File: config.mk
export PLATFORM = sky130hd
export DESIGN_NAME = vend_controller
export DESIGN_NICKNAME = d
export VERILOG_FILES = /design/src/rtl/vend_controller.sv
export SDC_FILE = /design/constraint.sdc
export NUM_CORES = 1
export LEC_CHECK = 0
export CORE_MARGIN = 5
export CORE_UTILIZATION = 57
export CTS_CLUSTER_SIZE = 25
export DETAILED_ROUTE_END_ITERATION = 7
export GPL_TIMING_DRIVEN = 1
export PLACE_DENSITY = 0.85
export SLEW_MARGIN = 20
export SYNTH_ARGS = -nofsm -noshare
export SYNTH_HDL_FRONTEND = slang
export SYNTH_SLANG_ARGS = --single-unit
File: constraint.sdc
create_clock -name clk -period 6.7 [get_ports clk]
set_input_delay 2.01 -clock clk [delete_from_list [all_inputs] [get_ports clk]]
set_output_delay 2.01 -clock clk [all_outputs]
set_load 0.05 [all_outputs]
File: src/rtl/vend_controller.sv
// Coin-operated vending sequencer: credit accumulation, single dispense, nickel change return.
// Optional inactivity auto-refund in COLLECT is enabled by defining VEND_TIMEOUT_EN.
module vend_controller #(
  parameter int unsigned PRICE    = 4,
  parameter int unsigned CREDIT_W = 5
`ifdef VEND_TIMEOUT_EN
  ,
  parameter int unsigned TIMEOUT  = 255
`endif
) (
  input  logic                clk,
  input  logic                reset,
  input  logic                io_nickel,
  input  logic                io_dime,
  input  logic                io_quarter,
  input  logic                io_cancel,
  input  logic                io_vend_ack,
  input  logic                io_change_ack,
  output logic                io_vend_req,
  output logic                io_change_req,
  output logic                io_coin_reject,
  output logic                io_busy,
  output logic [CREDIT_W-1:0] io_credit
);

  typedef enum logic [1:0] {
    ST_IDLE,
    ST_COLLECT,
    ST_DISPENSE,
    ST_CHANGE
  } state_e;

  state_e              state_q, state_d;
  logic [CREDIT_W-1:0] credit_q, credit_d;
  logic                reject_q, reject_d;
`ifdef VEND_TIMEOUT_EN
  logic [7:0]          idle_cnt_q, idle_cnt_d;
`endif

  logic [3:0]          coin_sum;
  logic                coin_any;
  logic [CREDIT_W:0]   credit_sum;
  logic                coin_fits;

  // One extra bit on the sum makes the overflow test a single MSB check.
  always_comb begin
    coin_sum   = {3'b000, io_nickel} + {2'b00, io_dime, 1'b0} + (io_quarter ? 4'd5 : 4'd0);
    coin_any   = |coin_sum;
    credit_sum = {1'b0, credit_q} + (CREDIT_W+1)'(coin_sum);
    coin_fits  = ~credit_sum[CREDIT_W];
  end

  always_ff @(posedge clk) begin
    if (reset) begin
      state_q    <= ST_IDLE;
      credit_q   <= '0;
      reject_q   <= 1'b0;
`ifdef VEND_TIMEOUT_EN
      idle_cnt_q <= '0;
`endif
    end else begin
      state_q    <= state_d;
      credit_q   <= credit_d;
      reject_q   <= reject_d;
`ifdef VEND_TIMEOUT_EN
      idle_cnt_q <= idle_cnt_d;
`endif
    end
  end

  always_comb begin
    state_d    = state_q;
    credit_d   = credit_q;
    reject_d   = 1'b0;
`ifdef VEND_TIMEOUT_EN
    idle_cnt_d = '0;
`endif
    unique case (state_q)
      ST_IDLE: begin
        if (coin_any) begin
          if (coin_fits) begin
            credit_d = credit_sum[CREDIT_W-1:0];
            state_d  = ST_COLLECT;
          end else begin
            reject_d = 1'b1;
          end
        end
      end
      ST_COLLECT: begin
        if (coin_any) begin
          if (coin_fits) credit_d = credit_sum[CREDIT_W-1:0];
          else           reject_d = 1'b1;
        end
        // Cancel refunds whatever this cycle's coins brought in, ahead of the price check.
        if (io_cancel && (credit_d != '0)) begin
          state_d = ST_CHANGE;
        end else if (credit_q >= CREDIT_W'(PRICE)) begin
          state_d = ST_DISPENSE;
        end
`ifdef VEND_TIMEOUT_EN
        else if (!coin_any && !io_cancel) begin
          if (idle_cnt_q == 8'(TIMEOUT - 1)) state_d    = ST_CHANGE;
          else                               idle_cnt_d = idle_cnt_q + 8'd1;
        end
`endif
      end
      ST_DISPENSE: begin
        reject_d = coin_any;
        if (io_vend_ack) begin
          if (credit_q > CREDIT_W'(PRICE)) begin
            credit_d = credit_q - CREDIT_W'(PRICE);
            state_d  = ST_CHANGE;
          end else begin
            credit_d = '0;
            state_d  = ST_IDLE;
          end
        end
      end
      ST_CHANGE: begin
        reject_d = coin_any;
        if (io_change_ack) begin
          if (credit_q > CREDIT_W'(1)) begin
            credit_d = credit_q - CREDIT_W'(1);
          end else begin
            credit_d = '0;
            state_d  = ST_IDLE;
          end
        end
      end
      default: state_d = ST_IDLE;
    endcase
  end

  always_comb begin
    io_vend_req    = (state_q == ST_DISPENSE);
    io_change_req  = (state_q == ST_CHANGE);
    io_busy        = (state_q == ST_DISPENSE) || (state_q == ST_CHANGE);
    io_coin_reject = reject_q;
    io_credit      = credit_q;
  end

endmodule

==> flow_summary_export.csv <==
group,metric,value,unit
yosys,yosys.cell_types.count,52,
route,avgRoutedWirePerCell,15.2,um
floorplan,die_w,52.4,um
grt,grt_antenna_before_repair,0,
cts,cts.repair_timing.setup_buffer_count,0,
critical_path,timing_worst_setup_path_type,"input pin to register",
sta,timing_worst_slew_pin_value,671,ps
grt,grt_pass1_wl,4.27,mm
cts,clk_buf_depth,2,
route,number_of_routed_nets_with_antenna_violations,0,
placed_design,gp_congestion,0.856,
sta,setup_total_neg_slack,0,ps
critical_path,start_kind,"input pin",
min_path,timing.hold.worst.start,"io_credit[3]$_SDFFE_PP0P_",
power,irDropWorstVdd,325,uV
cts,cts_hold_buffers,0,
cts,cts.sinks,8,
cts,clock_slew_seen_by_the_registers_of_the_worst_setup_and_hold_paths,70,ps
floorplan,rows,15,
power,combinationalPowerShare,72.5,%
sta,period_share,70.8,%
critical_path,reg2reg_setup_slack,4140,ps
sta,fin_crit,4750,ps
final_layout,antenna_cells,0,
yosys,yosys-top-cells-area,"dfxtp_1, ha_1, a21oi_1, inv_1, mux2i_1",
final_layout,fill_cells,139,
yosys,syn_area_per_cell,7.94,um^2
route,vias,1025,
route,drc_errors,0,
final_layout,layout-drive-gt1-share,7.04,%
critical_path,crit_path_start,"io_quarter",
yosys,synthSimpleGateAreaFrac,20.1,%
critical_path,worst_reg_to_reg_cells,8,
yosys,synth.yosys.seq_area_share,15.6,%
sta,fin_worst_hold_slack,646,ps
yosys,post_synth_mux_area_share,3.91,%
placed_design,place_hpwl,1.99,mm
yosys,ys_async_sr_fraction,0,%
yosys,synth_nets,149,
critical_path,worstReg2RegStart,"io_credit[0]$_SDFFE_PP0P_",
cts,maximum_level_of_the_cts_h_tree,1,
run,timing.max_cap.violations,0,
floorplan,chipHeight,52.4,um
route,via_per_inst,6.14,
sta,worst_max_slew_margin_expressed_relative_to_the_limit,55.2,%
power,power_switching,0.334,mW
cts,cts_made_buffers,3,
cts,cts_tree,"done",
min_path,min-delay-path-class,"register to register",
grt,overflow,0,
route,drt_iter0_markers,40,
outcome,status,"completed",
critical_path,critical_path_arrival,4900,ps
cts,clk_latency,280,ps
power,power.sequential.fraction,20.7,%
yosys,ys.flop_type,"dfxtp_1",
sta,finalSetupViolCount,0,
grt,vias_in_the_first_global_route,887,
power,p_int,0.274,mW
sta,maxClockFrequency,211,MHz
power,clkPwrFrac,6.8,%
grt,grt_util_all_layers,21.0,%
floorplan,design.die.area,0.00275,mm^2
yosys,synth_top_area_share,15.6,%
final_layout,post-route-util,69.0,%
yosys,netlist.top_cell.by_area,"dfxtp_1",
route,detailedRoute.firstPassIterationCount,4,
yosys,fraction_of_synthesized_cell_area_in_xor_and_xnor_cells,3.42,%
yosys,syn_inst,129,
final_layout,layout.nets,164,
yosys,largest_family_of_logic_cells_by_synthesized_area,"compound AO/OA/AOI/OAI gates",
floorplan,floorplan.core_area,0.00173,mm^2
power,power_switching_share,55.0,%
final_layout,area_growth_syn_to_layout,16.2,%
critical_path,required,6850,ps
power,power_leakage,0.506,nW
yosys,synthAdderAreaFrac,15.4,%
cts,cts.root.buffer_cell,"clkbuf_4",
critical_path,crit_path_end_kind,"register",
critical_path,timing.rr.end,"state_q[0]$_SDFFE_PP0P_",
cts,cts_repair_resize_count,0,
floorplan,top_level_port_count,17,
placed_design,portBuffers,16,
critical_path,critPathMaxFanout,10,
critical_path,cp-endpoint,"state_q[0]$_SDFFE_PP0P_",
floorplan,floorplan.initialDensity,59.3,%
sta,rsz_0062_raised_after_global_routing,"no",
power,p_per_area,510,mW/mm^2
route,routed_wirelength,2.55,mm
grt,grt_max_degree,23,
min_path,hold_path_depth,2,
sta,final_max_slew_viol_count,0,
yosys,summed_instance_area_of_the_synthesized_netlist,0.00102,mm^2
sta,hold_violations,0,
yosys,synth-edff-count,0,
sta,fin_worst_skew,20.3,ps
yosys,synth-seq-cells,8,
yosys,synth-warning-count,0,
yosys,complex_gate_fraction_of_the_synthesized_area,32.1,%
==> through the flow <==
| stage | area (um^2) | power (mW) | setup WS, ps | cells |
|---|---|---|---|---|
| after floorplan | 1020 | 0.467 | 2500 | 129 |
| after global placement | 1170 | 0.548 | 1800 | 164 |
| after detailed placement | 1170 | 0.564 | 1730 | 164 |
| after CTS | 1190 | 0.605 | 1980 | 167 |
| after global routing | 1190 | 0.660 | 1790 | 167 |
| final | 1190 | 0.608 | 1950 | 167 |
==> kinds of logic after synthesis <==
group                    count (synthesis)
AO/OA/AOI/OAI                           46
XOR/XNOR                                 4
AND/OR/NAND/NOR                         36
multiplexers                             4
buffers and inverters                   19
adder cells (fa/ha/maj)                 12
flip-flops                               8
==> cell usage after synthesis, types with 2 or more instances <==
cell type	instances
inv_1	13
o21ai_1	5
mux2i_1	4
nand2_1	7
ha_1	11
o211a_1	2
dfxtp_1	8
a21oi_1	11
xnor2_1	3
nor2b_1	2
nor3_1	7
o21ai_0	5
buf_4	2
and2_1	2
a211o_1	2
nand4_1	2
a21o_1	2
nor2_1	7
==> layout by cell type (no fill, tap or decap), drive strengths merged, types with 2 or more instances in the layout <==
master / Yosys / final
mux2i: 4 / 4
xnor2: 3 / 3
o211a: 2 / 2
nor2: 7 / 7
a21o: 2 / 2
and2: 2 / 2
dfxtp: 8 / 8
clkbuf: 2 / 3
inv: 13 / 13
o21ai: 10 / 10
nand4: 2 / 2
clkdlybuf4s50: 0 / 16
nor3: 7 / 7
nand2: 7 / 7
ha: 11 / 11
a211o: 2 / 2
a21oi: 13 / 13
nand3: 2 / 2
nor2b: 2 / 2
==> registers in the layout, summed over array words and instances (netlist names) <==
signal          count
io_coin_reject      1
state_q             2
io_credit           5
==> power groups by stage <==
| stage | Sequential (mW) | Combinational [mW] | Clock [mW] |
|---|---|---|---|
| after CTS | 0.124 | 0.440 | 0.0413 |
| after global routing | 0.132 | 0.483 | 0.0451 |
| after floorplan | 0.142 | 0.326 | 0 |
| after detailed placement | 0.125 | 0.439 | 0 |
| after global placement | 0.123 | 0.425 | 0 |
| final | 0.126 | 0.441 | 0.0411 |
==> critical path, cell delays in order <==
cell             delay, ps
clkdlybuf4s50_1        500
ha_1                   260
ha_1                   320
ha_1                   280
a21oi_1                180
o22ai_1                170
a21oi_2                410
mux2i_1                170
a211o_1                340
o221a_1                260
==> worst min path at each step <==
stage                                           end
after floorplan             state_q[1]$_SDFFE_PP0P_
after global placement    io_credit[2]$_SDFFE_PP0P_
after detailed placement  io_credit[2]$_SDFFE_PP0P_
after CTS                 io_credit[3]$_SDFFE_PP0P_
after global routing      io_credit[2]$_SDFFE_PP0P_
final                     io_credit[3]$_SDFFE_PP0P_
==> final cells by class <==
type | instances | area [um^2] | area share, %
clock buffers | 3 | 22.5 | 1.89
inverters | 13 | 48.8 | 4.10
multi-input cells | 102 | 768 | 64.5
flip-flops and latches | 8 | 160 | 13.4
well taps | 25 | 31.3 | 2.63
repair buffers | 16 | 160 | 13.4
==> per-layer routing <==
layer / up-vias / global-route usage, % / share of wire (%)
met5: - / 0 / 0
met4: 0 / 8.94 / 1.4
met3: 4 / 2.56 / 6.2
met2: 41 / 31.8 / 46
met1: 472 / 29.5 / 46
li1: 508 / - / -
(Power assumes the default switching activity.)
